`config.mk`:
```
export PLATFORM = sky130hd
export DESIGN_NAME = axis_keep_downsizer
export DESIGN_NICKNAME = d
export VERILOG_FILES = /design/src/rtl/axis_pkg.sv /design/src/rtl/axis_lane_prio_enc.sv /design/src/rtl/axis_keep_downsizer.sv
export SDC_FILE = /design/constraint.sdc
export NUM_CORES = 1
export LEC_CHECK = 0
export BUFFER_PORTS_ARGS = -buffer_cell sky130_fd_sc_hd__buf_4
export CAP_MARGIN = 20
export CORE_UTILIZATION = 30
export CTS_CLUSTER_SIZE = 25
export DETAILED_ROUTE_END_ITERATION = 8
export GPL_TIMING_DRIVEN = 1
export SLEW_MARGIN = 20
export SYNTH_ARGS = -nofsm -noshare
export SYNTH_HDL_FRONTEND = slang
export SYNTH_SLANG_ARGS = --single-unit
export TNS_END_PERCENT = 1
```
`constraint.sdc`:
```
create_clock -name aclk -period 6.66 [get_ports aclk]
set_input_delay 0 -clock aclk [delete_from_list [all_inputs] [get_ports aclk]]
set_output_delay 0 -clock aclk [all_outputs]
set_load 0.05 [all_outputs]
```
`src/rtl/axis_pkg.sv`:
```
// Shared helpers for the AXI-Stream width converters: lane-mask arithmetic,
// lane slicing and the converter occupancy state.
package axis_pkg;

  localparam int MAX_LANES = 64;

  typedef enum logic {
    ST_IDLE = 1'b0,
    ST_BUSY = 1'b1
  } state_t;

  // True when exactly one lane bit is set; callers zero-extend their mask to MAX_LANES.
  function automatic logic onehot_count_is_one(input logic [MAX_LANES-1:0] mask);
    return (mask != '0) && ((mask & (mask - MAX_LANES'(1))) == '0);
  endfunction

  // Bit offset of a lane inside a wide word.
  function automatic int lane_base(input int lane, input int width);
    return lane * width;
  endfunction

endpackage

```
`src/rtl/axis_lane_prio_enc.sv`:
```
// Picks the next lane to emit from a lane mask: lowest set bit when LSB_FIRST,
// highest otherwise. With an empty mask the index parks on the first lane of that order.
module axis_lane_prio_enc #(
  parameter int DATA_RATIO = 8,
  parameter bit LSB_FIRST  = 1'b1,
  localparam int IDX_W     = $clog2(DATA_RATIO)
) (
  input  logic [DATA_RATIO-1:0] mask,
  output logic [IDX_W-1:0]      index,
  output logic                  found
);

  always_comb begin
    index = LSB_FIRST ? '0 : IDX_W'(DATA_RATIO - 1);
    found = 1'b0;
    if (LSB_FIRST) begin
      for (int i = DATA_RATIO - 1; i >= 0; i--) begin
        if (mask[i]) begin
          index = IDX_W'(i);
          found = 1'b1;
        end
      end
    end else begin
      for (int i = 0; i < DATA_RATIO; i++) begin
        if (mask[i]) begin
          index = IDX_W'(i);
          found = 1'b1;
        end
      end
    end
  end

endmodule

```
`src/rtl/axis_keep_downsizer.sv`:
```
// AXI-Stream downsizer: one wide beat of DATA_RATIO lanes becomes one narrow beat
// per kept lane, with a single hold register and a load-through path for zero bubbles.
module axis_keep_downsizer
  import axis_pkg::*;
#(
  parameter int DATA_WIDTH    = 8,
  parameter int DATA_RATIO    = 8,
  parameter int USER_WIDTH    = 1,
  parameter bit LSB_FIRST     = 1'b1,
  localparam int S_DATA_WIDTH = DATA_RATIO * DATA_WIDTH
) (
  input  logic                    aclk,
  input  logic                    areset,
  input  logic [S_DATA_WIDTH-1:0] s_axis_tdata,
  input  logic [DATA_RATIO-1:0]   s_axis_tkeep,
  input  logic [USER_WIDTH-1:0]   s_axis_tuser,
  input  logic                    s_axis_tvalid,
  input  logic                    s_axis_tlast,
  output logic                    s_axis_tready,
  output logic [DATA_WIDTH-1:0]   m_axis_tdata,
  output logic                    m_axis_tkeep,
  output logic [USER_WIDTH-1:0]   m_axis_tuser,
  output logic                    m_axis_tvalid,
  output logic                    m_axis_tlast,
  input  logic                    m_axis_tready
);

  localparam int IDX_W = $clog2(DATA_RATIO);

  // Handshakes: a beat moves on a port at a rising edge where its valid and ready are both high.
  typedef struct packed {
    logic [S_DATA_WIDTH-1:0] data;
    logic [DATA_RATIO-1:0]   mask;
    logic [USER_WIDTH-1:0]   user;
    logic                    last;
    logic                    nullterm;
  } hold_t;

  hold_t                 hold_q;
  state_t                state;
  logic [IDX_W-1:0]      lane_idx;
  logic                  lane_found;
  logic [DATA_RATIO-1:0] lane_bit;
  logic                  final_beat;
  logic                  m_hs;
  logic                  s_hs;
  logic                  s_load;

  axis_lane_prio_enc #(
    .DATA_RATIO (DATA_RATIO),
    .LSB_FIRST  (LSB_FIRST)
  ) u_prio_enc (
    .mask  (hold_q.mask),
    .index (lane_idx),
    .found (lane_found)
  );

  assign state      = (lane_found || hold_q.nullterm) ? ST_BUSY : ST_IDLE;
  assign final_beat = hold_q.nullterm || onehot_count_is_one(MAX_LANES'(hold_q.mask));
  assign lane_bit   = {{(DATA_RATIO-1){1'b0}}, 1'b1} << lane_idx;

  assign m_axis_tvalid = (state == ST_BUSY);
  assign m_axis_tdata  = hold_q.data[lane_base(int'(lane_idx), DATA_WIDTH) +: DATA_WIDTH];
  assign m_axis_tkeep  = ~hold_q.nullterm;
  assign m_axis_tuser  = hold_q.user;
  assign m_axis_tlast  = hold_q.last && final_beat;

  assign m_hs          = m_axis_tvalid && m_axis_tready;
  // Load-through: the next wide beat enters on the edge the final narrow beat leaves.
  assign s_axis_tready = (state == ST_IDLE) || (m_hs && final_beat);
  assign s_hs          = s_axis_tvalid && s_axis_tready;
  // A null beat without tlast carries nothing and is swallowed.
  assign s_load        = s_hs && ((s_axis_tkeep != '0) || s_axis_tlast);

  always_ff @(posedge aclk) begin
    if (areset) begin
      hold_q.mask     <= '0;
      hold_q.nullterm <= 1'b0;
      hold_q.last     <= 1'b0;
    end else begin
      if (m_hs) begin
        hold_q.mask     <= hold_q.mask & ~lane_bit;
        hold_q.nullterm <= 1'b0;
      end
      if (s_load) begin
        hold_q.data     <= s_axis_tdata;
        hold_q.user     <= s_axis_tuser;
        hold_q.last     <= s_axis_tlast;
        hold_q.mask     <= s_axis_tkeep;
        hold_q.nullterm <= (s_axis_tkeep == '0);
      end
    end
  end

endmodule

```
### After elaboration in Yosys (flattened, before gate mapping)

Index checks and enable logic that the tools add are counted.

| word-level totals | value |
|---|---|
| flip-flop bits (word level) | 75 |
| input port bits | 78 |
| output and inout bits | 13 |

| operators by class | value |
|---|---|
| $add $sub $neg | 1 |
| shifts and indexed selects | 2 |
| multiplexer cells | 20 |
| bitwise operators | 6 |
| reductions and logical operators | 16 |

Operators by type and width:

| cell | count |
|---|---|
| 8-bit by 64-bit AND with 64-bit output | 1 |
| 64-bit logical NOT | 1 |
| 64-bit by 7-bit variable part select with 8-bit output | 1 |
| 3-bit two-way mux | 8 |
| 8-bit nonzero test | 2 |
| 11-bit two-way mux | 1 |
| 1-bit two-way mux | 10 |
| 8-bit by 1-bit subtractor with 9-bit output, second input constant | 1 |
| 8-bit AND | 1 |
| 8-bit logical NOT | 1 |
| 8-bit two-way mux | 1 |
| 8-bit inverter | 1 |
| 1-bit by 3-bit << shifter with 8-bit output, first input constant | 1 |
| 1-bit logical AND | 6 |
| 1-bit logical OR | 4 |
| 1-bit inverter | 3 |
| 2-bit AND reduction | 1 |
| 2-bit nonzero test | 1 |

### Logic depth before layout (Yosys ltp)

| depth | value |
|---|---|
| word-level depth | 16 |
| gate-level depth with buffers | 8 |
| gate-level depth less buffers | 6 |

### Modules after synthesis

A second synthesis with hierarchy kept.

| unflattened totals | value |
|---|---|
| cell total of the unflattened synthesis | 195 |
| area, all modules | 3173.0 µm² |

Modules (own cells, without submodules):

| module | times used | cells each | area each (µm²) |
|---|---|---|---|
| axis_keep_downsizer | 1 | 182 | 3093.0 |
| axis_lane_prio_enc | 1 | 13 | 80.1 |

### Worst setup path before layout

Ideal clock, no wire load.

| timing path | value |
|---|---|
| kind | register to register |
| start point | register, netlist name hold_q[7] |
| end point | register hold_q[11] in the netlist's numbering, enable pin |
| library setup time | 0.489 ns |
| arrival | 4.678 ns |
| data required time | 6.171 ns |
| slack | 1.493 ns |
| cell stages (with the launch flop) | 8 |
| buffers on the path | 2 |
| clock period less this slack | 5.167 ns |
| cell sequence | dfxtp_1 buf_2 nor4_4 nand3_1 o211ai_1 o221ai_2 buf_6 nor2_1 |

| between the ends | value |
|---|---|
| longest elaborated chain between the ends | 13 |

RTL lines:

| element | line | source |
|---|---|---|
| 1-bit two-way mux (*) (5 in series) | axis_lane_prio_enc.sv:18 | `if (mask[i]) begin` |
| 1-bit logical OR (*) | axis_keep_downsizer.sv:58 | `assign state = (lane_found \|\| hold_q.nullterm) ? ST_BUSY : ST_IDLE;` |
| 1-bit two-way mux (*) | axis_keep_downsizer.sv:58 |  |
| via m_axis_tvalid | axis_keep_downsizer.sv:23 | `output logic m_axis_tvalid,` |
| 1-bit logical AND | axis_keep_downsizer.sv:68 | `assign m_hs = m_axis_tvalid && m_axis_tready;` |
| 1-bit logical AND | axis_keep_downsizer.sv:70 | `assign s_axis_tready = (state == ST_IDLE) \|\| (m_hs && final_beat);` |
| 1-bit logical OR (*) | axis_keep_downsizer.sv:70 |  |
| 1-bit logical AND (*) | axis_keep_downsizer.sv:71 | `assign s_hs = s_axis_tvalid && s_axis_tready;` |
| 1-bit logical AND (*) | axis_keep_downsizer.sv:73 | `assign s_load = s_hs && ((s_axis_tkeep != '0) \|\| s_axis_tlast);` |
| 2-bit AND reduction (no line) (*) | n/a |  |
| end, declared | axis_keep_downsizer.sv:39 | `hold_t hold_q;` |

The timed path passes the listed nets; every way through them passes the cells marked *.
A chain may end at the register's enable or synchronous reset.

### Worst setup path after layout

| timing path | value |
|---|---|
| start point | register, netlist name hold_q[3] |
| end point | register hold_q[1] in the netlist's numbering |

| between the ends | value |
|---|---|
| longest elaborated chain between the ends | 9 |

RTL lines:

| element | line | source |
|---|---|---|
| 8-bit by 1-bit subtractor with 9-bit output | axis_pkg.sv:14 | `return (mask != '0) && ((mask & (mask - MAX_LANES'(1))) == '0);` |
| 8-bit by 64-bit AND with 64-bit output | axis_pkg.sv:14 |  |
| 64-bit logical NOT | axis_pkg.sv:14 |  |
| 1-bit logical AND | axis_pkg.sv:14 |  |
| 1-bit logical OR | axis_keep_downsizer.sv:59 | `assign final_beat = hold_q.nullterm \|\| onehot_count_is_one(MAX_LANES'(hold_q.mask));` |
| 1-bit logical AND | axis_keep_downsizer.sv:70 |  |
| 1-bit logical OR (*) | axis_keep_downsizer.sv:70 |  |
| 1-bit logical AND (*) | axis_keep_downsizer.sv:71 |  |
| 1-bit logical AND (*) | axis_keep_downsizer.sv:73 |  |

Every way passes the cells marked *; elsewhere a longest branch is shown, timed or not.

==> reports/summary.txt <==
Status: complete, no violations
Gr ovfl total: 0
Final setup violation count: 0
Hold Vio Cnt, Final: 0
Initial antenna violation count: 0
Vias: 2,788
TritonCTS clock tree: done
Final period utilization: 0.491
Via density: 4.92
First-pass GRT wire length: 14,100 µm
Bufs and invs on worst path: 2
Die area: 11,700 µm²
Slew headroom: 0.404
Post-Syn Instances: 257
Final Skew: 0.00721 ns
First DRT Iteration DRCs: 164
Avg Inst Size Synth: 13.2 µm²
Syn nets: 335
Req. time, crit path: 6.87 ns
Ordered cell list for the critical path: inv_1 > a221oi_2 > a2111oi_4 > o221ai_2 > mux2i_1 > nor2_1 > dlygate4sd3_1
Ant. Diodes: 0
Yosys reg bits: 75
Clock transition at path regs: 0.05 ns
RSZ-0062 raised after global routing: no
Final GP Congestion: 0.829
Final instance area: 5230 µm²
Worst setup EP type: flop
Wirelength per Cell: 16.2 µm
Cell Pwr Density: 525 nW/µm²
Setup bufs post-CTS: 0
Largest net degree at the start of global routing: 66
CP top delay family: compound AO/OA/AOI/OAI gates
Synth Cell Area: 3390 µm²
Share of layout cells above drive strength 1: 0.293
Prevailing post-synth register cell: edfxtp_1
Starting Density: 0.310
Async set or reset register ratio after synthesis: 0
PortBufs: 90
Netlist cell types: 53
Pleak: 2.01 nW
Hold Path Class: primary input to flop
Fmax: 306 MHz
Worst path slowest cell: dfxtp_1
Max FO, Critical Path: 15
Arr. time, crit path: 3.48 ns
Die W: 108 µm
Top Ports: 91
CTS Buf Count: 9
Fin. max-slew vios: 0
Die height: 108 µm
GRT Resource Usage Total: 0.161
Fillers: 988
Post-synthesis sequential area ratio: 0.635
Row count: 38
Fin Setup TNS: 0 ns
Htree depth: 3
CTS sink count: 75
Residual DRC: 0
Worst slew pin tran: 0.888 ns
Detailed placement HPWL: 6040 µm
Fin crit period: 3.27 ns
YS warnings: 0
Root buffer cell: clkbuf_16
DRT Pass-1 Iters: 4
Clk_lat worst skew: 0.33 ns
Final net count: 500
Clock tree buffer depth: 2
Number of synthesized flops with an enable pin: 65
Internal reg-to-reg setup slack: 3.39 ns
Setup CP Type: flop to flop
Slowest stage delay, CP: 0.73 ns
Worst Setup Start Kind: flop
Post-Route WL: 9170 µm
Worst vdd ir: 281 µV
Core Region: 10,900 µm²
Vias in the first global route: 2,848
MaxCap Viol Count: 0
DRT antenna net count: 0
DP Area: 4180 µm²
Layout Utilization: 0.478
Area delta synth->final: 54.3%
==> kinds of logic (layout without fill, tap and decap cells) <==
kind of cell / Yosys count / in the layout / synth area share
buffers and inverters: 22 / 192 / 0.0310
muxes: 12 / 12 / 0.0369
and+or+nand+nor: 75 / 75 / 0.125
xor gates and xnor gates: 1 / 1 / 0.00258
DFF: 75 / 75 / 0.635
AOI/OAI and AO/OA: 72 / 72 / 0.169
==> worst paths after layout <==
path,startpoint,endpoint,depth (start not counted)
min,s_axis_tkeep[7],hold_q[10]$_SDFFE_PP0P_,3
max reg2reg,hold_q[3]$_SDFFE_PP0P_,hold_q[1]$_SDFFE_PP0P_,7
max,hold_q[3]$_SDFFE_PP0P_,hold_q[1]$_SDFFE_PP0P_,7
min reg2reg,hold_q[0]$_SDFFE_PP0P_,hold_q[0]$_SDFFE_PP0P_,2
==> layout by cell type, fill, tap and decap left out, types with 5 or more instances in the layout <==
cell type      netlist  final
a21oi_1             16     16
a221o_1              7      7
a221oi_1             6      6
buf_4                2     91
clkbuf_16            0      9
dfxtp_1             10     10
dlygate4sd3_1        0     76
edfxtp_1            65     65
inv_1                9      9
mux2i_1              8      8
nand2_1             17     17
nor2_1              23     22
nor2b_1              7      7
o21ai_0              5      5
==> sequential cells by signal, indices dropped and copies added, names as in the netlist <==
register	cells
m_axis_tuser	1
hold_q	74
==> worst min-delay path, cell delays in order <==
cell and delay (ns):
buf_4 0.09, nor3b_1 0.20, a41o_1 0.11
==> final cells by class <==
type | instances | area (µm²) | share of cell area
Sequential cell | 75 | 2150 | 0.411
Inverter | 9 | 33.8 | 0.00646
Timing Repair Buffer | 167 | 1440 | 0.276
Tap cell | 140 | 175 | 0.0335
Clock inverter | 5 | 53.8 | 0.0103
Multi-Input combinational cell | 160 | 1140 | 0.218
Clock buffer | 11 | 233 | 0.0445
==> metal layers <==
layer | track usage | share of wire | wire length [µm] | up-vias
li1 | - | - | - | 1343
met2 | 0.278 | 0.51 | 4690 | 97
met4 | 0.0444 | 0.013 | 119 | 0
met1 | 0.199 | 0.42 | 3860 | 1339
met3 | 0.0428 | 0.055 | 502 | 9
met5 | 0 | 0 | 0 | -
==> timing repair <==
item | CTS | global route
hold buffers | 76 | 0
endpoints found under the hold margin | 74 | 0
gates resized for setup | 0 | 0
==> report_power, final <==
group          switching (mW)  leakage (nW)  internal (mW)
logic                   0.982          1.19          0.551
clock network           0.185         0.143          0.289
registers              0.0886         0.680          0.652
total                    1.26          2.01           1.49
==> through the flow <==
stage	total power [mW]	hold WS, ns	setup WS [ns]	std cells
2_1_floorplan	1.85	0.0989	1.49	257
3_3_place_gp	2.24	0.180	3.52	475
3_5_place_dp	2.25	0.179	3.41	475
4_1_cts	2.77	0.116	3.41	567
5_1_grt	2.90	0.178	3.13	567
6_report	2.75	0.104	3.39	567
==> Yosys cell counts, types with 3 or more instances <==
library cell   n  area share
mux2_2         4       0.013
dfxtp_1       10       0.059
a22oi_1        4      0.0089
a221o_1        7       0.021
or2_2          3      0.0055
clkbuf_1       4      0.0044
nor2b_1        7       0.013
inv_1          9       0.010
o21ai_0        5      0.0074
o21a_1         3      0.0066
nand3_1        4      0.0059
nor2_1        23       0.025
a221oi_1       6       0.016
a21oi_1       16       0.024
mux2i_1        8       0.024
o2bb2ai_1      4       0.010
nand2_1       17       0.019
edfxtp_1      65        0.58
nor3_1         4      0.0059
buf_2          6      0.0089
nor3b_1        4      0.0089
nor4_4         3       0.019
No activity file was read; power rests on OpenSTA's default activity.
